[src/rtl/rfid_pkg.sv]
// Shared types and constants for the tag-side FM0 backlink transmitter.
package rfid_pkg;

   // Transmitter phases, in the order a frame walks through them.
   typedef enum logic [2:0] {
      IDLE,
      PILOT,
      PREAMBLE,
      DATA,
      DUMMY,
      DONE
   } tx_state_t;

   // FM0 preamble as twelve half-symbol levels, sent MSB first; contains the
   // deliberate FM0 violation so the reader can find symbol alignment.
   localparam int                      PREAMBLE_HS  = 12;
   localparam logic [PREAMBLE_HS-1:0] FM0_PREAMBLE = 12'b1101_0010_0011;

   // Half-symbol counter width; restarts at zero on every phase change.
   localparam int HS_W = 5;

endpackage

[src/rtl/rfid_transmit_fm0_encoder.sv]
// One FM0 half-symbol: the level to drive next, given the data bit, which
// half of the symbol is being produced and the level currently on the line.
module fm0_encoder (
   input  logic bit_i,    // data bit of the current symbol
   input  logic half_i,   // 0 = first half, 1 = second half
   input  logic prev_i,   // level currently driven
   output logic level_o   // level for the requested half-symbol
);

   // Every symbol boundary inverts; a data-0 also inverts mid-symbol.
   assign level_o = (half_i && bit_i) ? prev_i : ~prev_i;

endmodule

[src/rtl/rfid_transmit.sv]
// Tag backlink transmitter: serialises a left-justified reply as FM0 baseband,
// one half-symbol per clock: optional pilot, preamble, data, dummy 1.
module rfid_transmit
   import rfid_pkg::*;
#(
   parameter int MAX_BITS   = 128,
   parameter int LEN_W      = 8,
   parameter int PILOT_SYMS = 12
) (
   input  logic                clock,
   input  logic                reset,
   input  logic [MAX_BITS-1:0] packet,
   input  logic [LEN_W-1:0]    packet_len,
   input  logic                trext,
   input  logic                tx_start,
   output logic                BL_data,
   output logic                tx_busy,
   output logic                tx_done
);

   localparam int CNT_W = $clog2(MAX_BITS + 1);

   tx_state_t           state_q, state_d;
   logic [HS_W-1:0]     hs_q, hs_d;
   logic [CNT_W-1:0]    bit_q, bit_d;
   logic [MAX_BITS-1:0] shift_q, shift_d;
   logic                bl_q, bl_d;

   logic [CNT_W-1:0]    len_clamped;
   logic [3:0]          pre_idx;
   logic                pilot_last, pre_last, data_last, dummy_last;
   logic                enc_bit, enc_half, enc_level;

   // Requested length, limited to what the packet register can hold.
   always_comb begin
      if (int'(packet_len) > MAX_BITS) len_clamped = CNT_W'(MAX_BITS);
      else                             len_clamped = CNT_W'(packet_len);
   end

   // Terminal-count flags for each phase; a DATA symbol ends on its odd half.
   assign pilot_last = (hs_q == HS_W'(2 * PILOT_SYMS - 1));
   assign pre_last   = (hs_q == HS_W'(PREAMBLE_HS - 1));
   assign data_last  = hs_q[0] && (bit_q == CNT_W'(1));
   assign dummy_last = hs_q[0];
   assign pre_idx    = 4'(PREAMBLE_HS - 2) - hs_q[3:0];

   // State and datapath registers; reset aborts any frame in progress.
   // NOTE: non-blocking assignments here so every register samples pre-edge values.
   always_ff @(posedge clock or posedge reset) begin
      if (reset) begin
         state_q <= IDLE;
         hs_q    <= '0;
         bit_q   <= '0;
         shift_q <= '0;
         bl_q    <= 1'b0;
      end else begin
         state_q <= state_d;
         hs_q    <= hs_d;
         bit_q   <= bit_d;
         shift_q <= shift_d;
         bl_q    <= bl_d;
      end
   end

   // Next phase: advance on each phase's terminal count.
   // NOTE: default assignment first so no path through the case infers a latch.
   always_comb begin
      state_d = state_q;
      case (state_q)
         IDLE:     if (tx_start)   state_d = trext ? PILOT : PREAMBLE;
         PILOT:    if (pilot_last) state_d = PREAMBLE;
         PREAMBLE: if (pre_last)   state_d = (bit_q == '0) ? DUMMY : DATA;
         DATA:     if (data_last)  state_d = DUMMY;
         DUMMY:    if (dummy_last) state_d = DONE;
         DONE:                     state_d = IDLE;
         default:                  state_d = IDLE;
      endcase
   end

   // Encoder operands: the half-symbol being produced for the next cycle.
   always_comb begin
      enc_bit  = 1'b1;
      enc_half = 1'b0;
      case (state_q)
         DATA: begin
            enc_bit  = shift_q[MAX_BITS-1];
            enc_half = ~hs_q[0];
         end
         DUMMY:   enc_half = 1'b1;
         default: enc_half = 1'b0;
      endcase
   end

   fm0_encoder u_fm0_encoder (
      .bit_i   (enc_bit),
      .half_i  (enc_half),
      .prev_i  (bl_q),
      .level_o (enc_level)
   );

   // Datapath next-state: latch the request, shift per symbol, pick next level.
   always_comb begin
      shift_d = shift_q;
      bit_d   = bit_q;
      hs_d    = (state_q == IDLE || state_d != state_q) ? '0 : hs_q + HS_W'(1);
      bl_d    = 1'b0;
      case (state_q)
         IDLE: begin
            if (tx_start) begin
               shift_d = packet;
               bit_d   = len_clamped;
               bl_d    = trext ? 1'b1 : FM0_PREAMBLE[PREAMBLE_HS-1];
            end
         end
         PILOT:    bl_d = pilot_last ? FM0_PREAMBLE[PREAMBLE_HS-1] : ~bl_q;
         PREAMBLE: bl_d = pre_last ? enc_level : FM0_PREAMBLE[pre_idx];
         DATA: begin
            bl_d = enc_level;
            if (hs_q[0]) begin
               shift_d = shift_q << 1;
               bit_d   = bit_q - CNT_W'(1);
            end
         end
         DUMMY:   bl_d = dummy_last ? 1'b0 : enc_level;
         default: bl_d = 1'b0;
      endcase
   end

   // Status outputs decoded from the registered phase.
   always_comb begin
      tx_busy = (state_q == PILOT) || (state_q == PREAMBLE) ||
                (state_q == DATA)  || (state_q == DUMMY);
      tx_done = (state_q == DONE);
   end

   assign BL_data = bl_q;

endmodule

[config.mk]
export PLATFORM = sky130hd
export DESIGN_NAME = rfid_transmit
export DESIGN_NICKNAME = d
export VERILOG_FILES = /design/src/rtl/rfid_pkg.sv /design/src/rtl/rfid_transmit_fm0_encoder.sv /design/src/rtl/rfid_transmit.sv
export SDC_FILE = /design/constraint.sdc
export NUM_CORES = 1
export LEC_CHECK = 0
export ABC_AREA = 1
export CAP_MARGIN = 20
export CORE_MARGIN = 4
export CORE_UTILIZATION = 56
export CTS_BUF_LIST = sky130_fd_sc_hd__clkbuf_8 sky130_fd_sc_hd__clkbuf_16
export DETAILED_ROUTE_END_ITERATION = 7
export GPL_ROUTABILITY_DRIVEN = 0
export PLACE_DENSITY = 0.84
export SETUP_SLACK_MARGIN = 0.2
export SLEW_MARGIN = 20
export SYNTH_ARGS = -nofsm -noshare
export SYNTH_HDL_FRONTEND = slang
export SYNTH_SLANG_ARGS = --single-unit
[constraint.sdc]
create_clock -name clock -period 8.6 [get_ports clock]
set_clock_uncertainty 0.1 [all_clocks]
set_input_delay 2.58 -clock clock [delete_from_list [all_inputs] [get_ports clock]]
set_output_delay 2.58 -clock clock [all_outputs]
set_load 0.02 [all_outputs]
; Yosys cells after proc, flatten, opt, wreduce, memory -nomap -nowiden
; Memories as Yosys holds them, arrays and structs flattened.
; Cells that the tools add are included.
[op_classes]
n_addsub = 3
n_lt_le_gt_ge = 2
n_eq_ne = 11
n_mux = 25
n_bitwise = 2
reduce_logical = 10
[op_table]
columns = op, count
row1 = 2-to-1 mux 128 bit, 2
row2 = one-hot mux 128 bit (2 select lines), 1
row3 = 2-to-1 mux 8 bit, 3
row4 = 2-to-1 mux 3 bit, 6
row5 = one-hot mux 8 bit (2 select lines), 1
row6 = one-hot mux 3 bit (5 select lines), 1
row7 = "== test 8 x 1 -> 1 bit, second input constant", 1
row8 = "> comparator 8 bit, second input constant", 1
row9 = zero test 8 bit, 1
row10 = "subtractor 8 x 1 -> 8 bit, second input constant", 1
row11 = 2-to-1 mux 1 bit, 7
row12 = "== test 3 x 2 -> 1 bit, second input constant", 2
row13 = "== test 3 bit, second input constant", 2
row14 = "adder 5 x 1 -> 5 bit, second input constant", 1
row15 = "== test 5 x 4 -> 1 bit, second input constant", 1
row16 = "== test 5 bit, second input constant", 1
row17 = "< comparator 4 x 5 -> 1 bit, second input constant", 1
row18 = 2-to-1 mux 5 bit, 1
row19 = one-hot mux 1 bit (5 select lines), 1
row20 = logical OR 1 bit, 4
row21 = "!= test 2 bit, second input constant", 2
row22 = "subtractor 4 bit, first input constant", 1
row23 = "== test 3 x 1 -> 1 bit, second input constant", 1
row24 = zero test 3 bit, 1
row25 = 7 further kinds, 9
[totals]
reg_bits = 145
romBits = 16
out_inout_bits = 3
wordCells = 59
n_memories = 1
[memory_table]
columns = memory, words, word_bits, rd, rd_clocked_by_memory_dff, write_ports, line
row1 = (name not given), 16, 1, 1, 0, 0, rfid_transmit.sv:116  ; PREAMBLE: bl_d = pre_last ? enc_level : FM0_PREAMBLE[pre_idx];

; Depth between registers and ports, before layout
; Gate-level depths: netlist of run 1.
[logic_depth]
word_depth = 7
depth_mapped = 11
ltp_nobuf = 11

; Modules after synthesis
; From an unflattened synthesis of run 1, not the netlist that was laid out.
[hier_totals]
cells_unflattened = 887
hier_area_um2 = 8604.5
[by_module_without_submodules]
columns = module, n_inst, cells_per_inst, area_per_inst_um2
row1 = rfid_transmit, 1, 882, 8584.5
row2 = fm0_encoder, 1, 5, 20.0

; Worst setup path after synthesis of run 1
; Ideal clock, no wire load.
[synth_path]
path_type = register -> output
startpoint = reg state_q[1]
endpoint = out tx_done
arrival_time_ns = 1.021
setup_slack_ns = 4.899
path_stages_with_launch = 3
path_buffers = 1
cell_sequence = dfrtp_1 -> buf_4 -> nor3_1
[synth_via]
elab_chain_cells = 1
[synth_rtl]
columns = element, line
row1 = "start, declared", rfid_transmit.sv:23  ; tx_state_t state_q, state_d;
row2 = "start signal, assigned", rfid_transmit.sv:57  ; state_q <= state_d;
row3 = == test 3 bit, rfid_transmit.sv:133  ; tx_done = (state_q == DONE);
row4 = "end, declared", rfid_transmit.sv:18  ; output logic tx_done
; Every way passes these cells.

; Worst setup path after layout of run 1
[layout_path]
startpoint = reg state_q[0]
endpoint = out tx_busy
[layout_via]
elab_chain_cells = 4
[layout_rtl]
columns = element, line
row1 = == test 3 x 1 -> 1 bit or == test 3 x 2 -> 1 bit (tied branches), rfid_transmit.sv:131  ; tx_busy = (state_q == PILOT) || (state_q == PREAMBLE) ||
row2 = logical OR 1 bit (2 in a row), rfid_transmit.sv:131
row3 = logical OR 1 bit (*), rfid_transmit.sv:132  ; (state_q == DATA) || (state_q == DUMMY);
row4 = "end, declared", rfid_transmit.sv:17  ; output logic tx_busy,
; Every way passes the cells marked *; elsewhere a longest branch is shown, timed or not.

==> results.sh, run 1 <==
export IMPL_wl_per_cell_microns=14.1
export IMPL_yosysUniqueCellTypes=32
export IMPL_min_period_ps=4820
export IMPL_maxSlewViolCount=0
export IMPL_grt_usage=0.213
export IMPL_rr_worst_depth=9
export IMPL_mostFrequentLayoutCell="nand2_1"
export IMPL_synthFlopType="dfrtp_1"
export IMPL_io_pins=143
export IMPL_nets=1140
export IMPL_cts_sinks=145
export IMPL_syn_inst=891
export IMPL_fillers=1015
export IMPL_rrSetupSlack_ps=5080
export IMPL_hold_buffers=0
export IMPL_grt_pass1_wl_mm=28.6
export IMPL_layout_cells_non_filler=1188
export IMPL_setup_worst_path_end_class="output port"
export IMPL_hold_start="shift_q[1]"
export IMPL_timing_rr_end="hs_q[0]"
export IMPL_area_growth_pct=23.2
export IMPL_yosysWarnings=0
export IMPL_antenna_left=0
export IMPL_critPathMaxFanout=8
export IMPL_placementRows=43
export IMPL_crit_type="reg2out"
export IMPL_cts_root_buf="clkbuf_16"
export IMPL_clk_latency_ps=420
export IMPL_cts_resized=0
export IMPL_leakage_nw=4.81
export IMPL_p_int_mw=1.23
export IMPL_yosysTopAreaCellShare=0.446
export IMPL_synthesis_area_sq_um=8140
export IMPL_antennaDiodeCount=0
export IMPL_drt_wl_total_mm=16.8
export IMPL_initial_core_util=0.580
export IMPL_grt_pass1_vias=6010
export IMPL_drcViolationCount=0
export IMPL_powerDensity_nw_per_um2=154
export IMPL_fin_crit_sh=0.560
export IMPL_layout_common_cells="169 x nand2_1, 151 x inv_1, 145 x dfrtp_1"
export IMPL_status="completed"
export IMPL_clock_path_buffers=2
export IMPL_slew_headroom=0.305
export IMPL_dp_cells=1156
export IMPL_post_cts_buffers=0
export IMPL_crit_required_ps=5920
export IMPL_hp_class="reg2reg"
export IMPL_avgSynthCellArea_sq_um=9.13
export IMPL_dr_pass1_iters=5
export IMPL_p_switching_uw=310
export IMPL_dieArea_sq_um=16500
export IMPL_ys_ff_latch=145
export IMPL_setup_viol_count_final=0
export IMPL_synth_edf_count=0
export IMPL_die_w_microns=129
export IMPL_critPathArrivalTime_ps=2140
export IMPL_fmax_mhz=207
export IMPL_hold_violations=0
export IMPL_p_seq_frac=0.443
export IMPL_start_kind="register"
export IMPL_die_y_microns=129
export IMPL_core_sq_um=14000
export IMPL_clock_power_share=0.501
export IMPL_timing_setup_tns_ps=0
export IMPL_syn_num_nets=1036
export IMPL_ir_worst_vdd_uv=128
export IMPL_combPwrFrac=0.056
export IMPL_portBuffers=142
export IMPL_cts_buffers=17
export IMPL_ys_seq_area_frac=0.446
export IMPL_worst_pin_slew_ps=1040
export IMPL_grt_antenna_before_repair=0
export IMPL_async_flop_share=1.00
export IMPL_grt_overflow_total=0
export IMPL_vias=6170
export IMPL_synth_area_leader_cell="dfrtp_1"
export IMPL_rsz0062_at_grt="false"
export IMPL_cts_tree="yes"
export IMPL_grt_max_degree=158
export IMPL_clk_pin_slew_ps=60
export IMPL_drive_above_1_share=0.190
export IMPL_drv_cap=0
export IMPL_via_per_inst=5.19
export IMPL_crit_path_end="tx_busy"
export IMPL_swShare=0.201
export IMPL_startpoint="state_q[0]"
export IMPL_synthTopCellsByArea="dfrtp_1 45%, o211ai_2 11%, nand2_1 7.8%"
export IMPL_r2r_start="state_q[0]"
export IMPL_h_tree_depth=4
export IMPL_dp_hpwl_mm=10.8
export IMPL_drt_iter0_markers=438
==> power by group through the flow <==
stage          Combinational, mW  Clock, mW  Sequential (mW)
2_1_floorplan             0.0123          0            0.695
3_3_place_gp              0.0883          0            0.695
3_5_place_dp              0.0877          0            0.695
4_1_cts                   0.0884      0.784            0.683
5_1_grt                   0.0935      0.811            0.682
6_report                  0.0867      0.772            0.683
==> per-layer routing <==
metal / wire length [microns] / share of wire / vias up / GRT usage
li1: - / - / 3158 / -
met1: 8030 / 0.48 / 2852 / 0.307
met2: 7580 / 0.45 / 146 / 0.326
met3: 959 / 0.057 / 14 / 0.0457
met4: 202 / 0.012 / 0 / 0.0649
met5: 0 / 0 / - / 0
==> area by class of cell <==
cell class,instances,area (sq um),share of cell area
clock inverters,10,130,0.0130
multi-input cells,530,3490,0.348
inverters,156,598,0.0596
flip-flops and latches,145,3630,0.362
well taps,180,225,0.0225
repair buffers,145,1460,0.146
clock buffers,22,494,0.0493
==> kinds of logic (layout without fill, tap and decap cells) <==
group                      count (synthesis)  after routing  synth area share
buffers and inverters                    216            333             0.127
xor gates and xnor gates                   6              6           0.00646
AOI/OAI and AO/OA                        282            282             0.289
adders and majority gates                  5              5           0.00769
DFF                                      145            145             0.446
and+or+nand+nor                          237            237             0.124
==> per-stage QoR <==
| stage | cell area, sq um | hold WS, ps | power, mW | setup slack [ps] | utilization |
|---|---|---|---|---|---|
| after floorplan | 8140 | 375 | 0.707 | 2030 | - |
| after global placement | 9400 | 401 | 0.783 | 3420 | 0.669 |
| after detailed placement | 9400 | 408 | 0.783 | 3360 | 0.669 |
| after CTS | 10000 | 421 | 1.56 | 3770 | 0.714 |
| after global routing | 10000 | 433 | 1.59 | 3540 | 0.714 |
| final | 10000 | 417 | 1.54 | 3780 | 0.714 |
==> critical path, cell delays in order, from the launching register on <==
cell and delay, ps:
dfrtp_1 620, nor2_8 80, nand2_1 100, inv_1 80
or2_2 290, clkdlybuf4s50_1 540
==> worst min-delay path by stage <==
stage / depth (start not counted) / slack, ps / end
floorplan: 2 / 380 / bit_q[5]
global placement: 2 / 400 / bit_q[5]
detailed placement: 2 / 410 / shift_q[120]
CTS: 2 / 420 / shift_q[120]
global route: 2 / 430 / shift_q[37]
finish: 2 / 420 / shift_q[1]
==> synthesized netlist by cell type, types with 3 or more instances <==
cell type / instances
o21ai_2: 70
nor2_4: 3
dfrtp_1: 145
o21ai_0: 71
nor3_1: 10
clkbuf_1: 11
inv_1: 152
o211ai_2: 70
nand3_1: 20
nand2_2: 3
inv_2: 4
a21oi_1: 7
ha_1: 5
o211ai_1: 58
buf_4: 11
nor2_1: 23
nand2_1: 169
a31oi_1: 3
buf_2: 28
buf_12: 8
xnor2_1: 4
==> registers in the layout, indices dropped and copies added, names as in the netlist <==
name     count
shift_q    128
bit_q        8
hs_q         5
BL_data      1
state_q      3
(Power assumes the default switching activity.)
==> run 2: changes to the inputs <==
--- a/config.mk
+++ b/config.mk
@@ -8,11 +8,11 @@
 export ABC_AREA = 1
 export CAP_MARGIN = 20
 export CORE_MARGIN = 4
-export CORE_UTILIZATION = 56
+export CORE_UTILIZATION = 48
 export CTS_BUF_LIST = sky130_fd_sc_hd__clkbuf_8 sky130_fd_sc_hd__clkbuf_16
 export DETAILED_ROUTE_END_ITERATION = 7
 export GPL_ROUTABILITY_DRIVEN = 0
-export PLACE_DENSITY = 0.84
+export PLACE_DENSITY = 0.77
 export SETUP_SLACK_MARGIN = 0.2
 export SLEW_MARGIN = 20
 export SYNTH_ARGS = -nofsm -noshare
==> constraint.sdc (replaced) <==
create_clock -name clock -period 4 [get_ports clock]
set_clock_uncertainty 0.1 [all_clocks]
set_input_delay 1.2 -clock clock [delete_from_list [all_inputs] [get_ports clock]]
set_output_delay 1.2 -clock clock [all_outputs]
set_load 0.02 [all_outputs]
==> run 2 against run 1 <==
  * Combinational power is 120% higher
  * Critical path type unchanged
  * Critical path depth stayed put
  * Largest power group unchanged
  * Die area is 16% higher
  * Sequential share of layout area is 0.53 points lower
  * Via count is 1.7% higher
  * Setup slack worse by 3200 ps
  * Highest routed layer unchanged
==> results.sh, run 2 (synthesis results as in run 1) <==
export IMPL_crit_path_end="tx_busy"
export IMPL_die_w_microns=138
export IMPL_max_stage_delay_ps=610
export IMPL_timing_setup_tns_ps=0
export IMPL_setup_worst_path_end_class="output port"
export IMPL_min_path_cells=2
export IMPL_drt_wl_total_mm=17.1
export IMPL_drive_above_1_share=0.197
export IMPL_multi_input_area_sq_um=3490
export IMPL_setup_viol_count_final=0
export IMPL_clk_pin_slew_ps=60
export IMPL_dpl_worst_slack_ps=912
export IMPL_leakage_nw=4.87
export IMPL_core_sq_um=16600
export IMPL_min_period_ps=3430
export IMPL_layout_common_cells="169 x nand2_1, 152 x inv_1, 145 x dfrtp_1"
export IMPL_cts_buffers=17
export IMPL_startpoint="state_q[0]"
export IMPL_dp_cells=1206
export IMPL_maxSlewViolCount=0
export IMPL_h_tree_depth=4
export IMPL_cts_sinks=145
export IMPL_grt_pass1_wl_mm=29.1
export IMPL_clock_path_buffers=2
export IMPL_hp_class="reg2reg"
export IMPL_ff_latch_area_sq_um=3630
export IMPL_critPathArrivalTime_ps=2130
export IMPL_fin_crit_sh=0.857
export IMPL_worst_pin_slew_ps=638
export IMPL_grt_usage=0.182
export IMPL_rrSetupSlack_ps=1400
export IMPL_critPathMaxFanout=8
export IMPL_post_cts_buffers=0
export IMPL_layout_cells_non_filler=1239
export IMPL_biggestRegsByFlops="shift_q: 128 flops, bit_q: 8 flops, hs_q: 5 flops"
export IMPL_slew_headroom=0.575
export IMPL_dieArea_sq_um=19100
export IMPL_top_register="shift_q"
export IMPL_cts_tree="yes"
export IMPL_hold_buffers=0
export IMPL_rsz0062_at_grt="false"
export IMPL_cts_resized=0
export IMPL_ir_worst_vdd_uv=272
export IMPL_via_per_inst=5.06
export IMPL_r2r_start="state_q[0]"
export IMPL_crit_chain="nor2_8, nand2_1, inv_1, or2_2, clkdlybuf4s50_1"
export IMPL_largest_register_ffs=128
export IMPL_hold_violations=0
export IMPL_drv_cap=0
export IMPL_final_util=0.614
export IMPL_vias=6272
export IMPL_timing_rr_end="shift_q[27]"
export IMPL_start_kind="register"
export IMPL_crit_required_ps=2700
export IMPL_rr_worst_depth=6
export IMPL_antenna_left=0
export IMPL_crit_type="reg2out"
export IMPL_drt_iter0_markers=378
export IMPL_wl_per_cell_microns=13.8
export IMPL_mostFrequentLayoutCell="nand2_1"
export IMPL_clk_latency_ps=410
export IMPL_io_pins=143
export IMPL_fillers=1439
export IMPL_cts_root_buf="clkbuf_16"
export IMPL_initial_core_util=0.491
export IMPL_grt_antenna_before_repair=1
export IMPL_grt_pass1_vias=6076
export IMPL_portBuffers=142
export IMPL_grt_overflow_total=0
export IMPL_status="completed"
export IMPL_drcViolationCount=0
export IMPL_placementRows=47
export IMPL_die_y_microns=138
export IMPL_setup_ws_ps=573
export IMPL_dr_pass1_iters=4
export IMPL_cp_slowest_cell="dfrtp_1"
export IMPL_area_growth_pct=25.1
export IMPL_powerDensity_nw_per_um2=320
export IMPL_fmax_mhz=292
export IMPL_grt_max_degree=105
export IMPL_nets=1150
export IMPL_dp_hpwl_mm=11.7
## run 2: worst max-delay path: cells and delay by family, from the launching register on
family                 cells  cell delay [ps]
AND/OR/NAND/NOR            3              480
flip-flops                 1              610
buffers and inverters      2              620
## run 2: routing by layer
layer	global-route usage	vias to the layer above	share of wire
met5	0	-	0
met4	0.0608	0	0.014
met3	0.0397	16	0.052
met2	0.275	138	0.47
met1	0.262	2927	0.47
li1	-	3191	-
## run 2: how the worst min path moves through the flow
stage                startpoint          end
finish              shift_q[47]  shift_q[47]
global route        shift_q[42]  shift_q[42]
CTS                 shift_q[52]  shift_q[52]
detailed placement   shift_q[1]   shift_q[1]
global placement       bit_q[5]     bit_q[5]
floorplan              bit_q[5]     bit_q[5]
## run 2: power by group
part / switching (mW) / internal, mW
clock: 0.594 / 0.996
combinational: 0.0689 / 0.126
sequential: 0.000125 / 1.47
total: 0.663 / 2.59
## run 2: area by class of cell
| class | count | area share |
|---|---|---|
| Multi-Input combinational cell | 530 | 0.343 |
| Timing Repair Buffer | 155 | 0.155 |
| Inverter | 156 | 0.0586 |
| Antenna cell | 1 | 0.000246 |
| Tap cell | 220 | 0.0270 |
| Sequential cell | 145 | 0.357 |
| Clock buffer | 22 | 0.0486 |
| Clock inverter | 10 | 0.0106 |
## run 2: per-stage QoR
step | power [mW] | area (sq um) | hold WS [ps]
2_1_floorplan | 1.52 | 8140 | 375
3_3_place_gp | 1.69 | 9570 | 395
3_5_place_dp | 1.69 | 9570 | 406
4_1_cts | 3.29 | 10200 | 421
5_1_grt | 3.37 | 10200 | 430
6_report | 3.25 | 10200 | 417
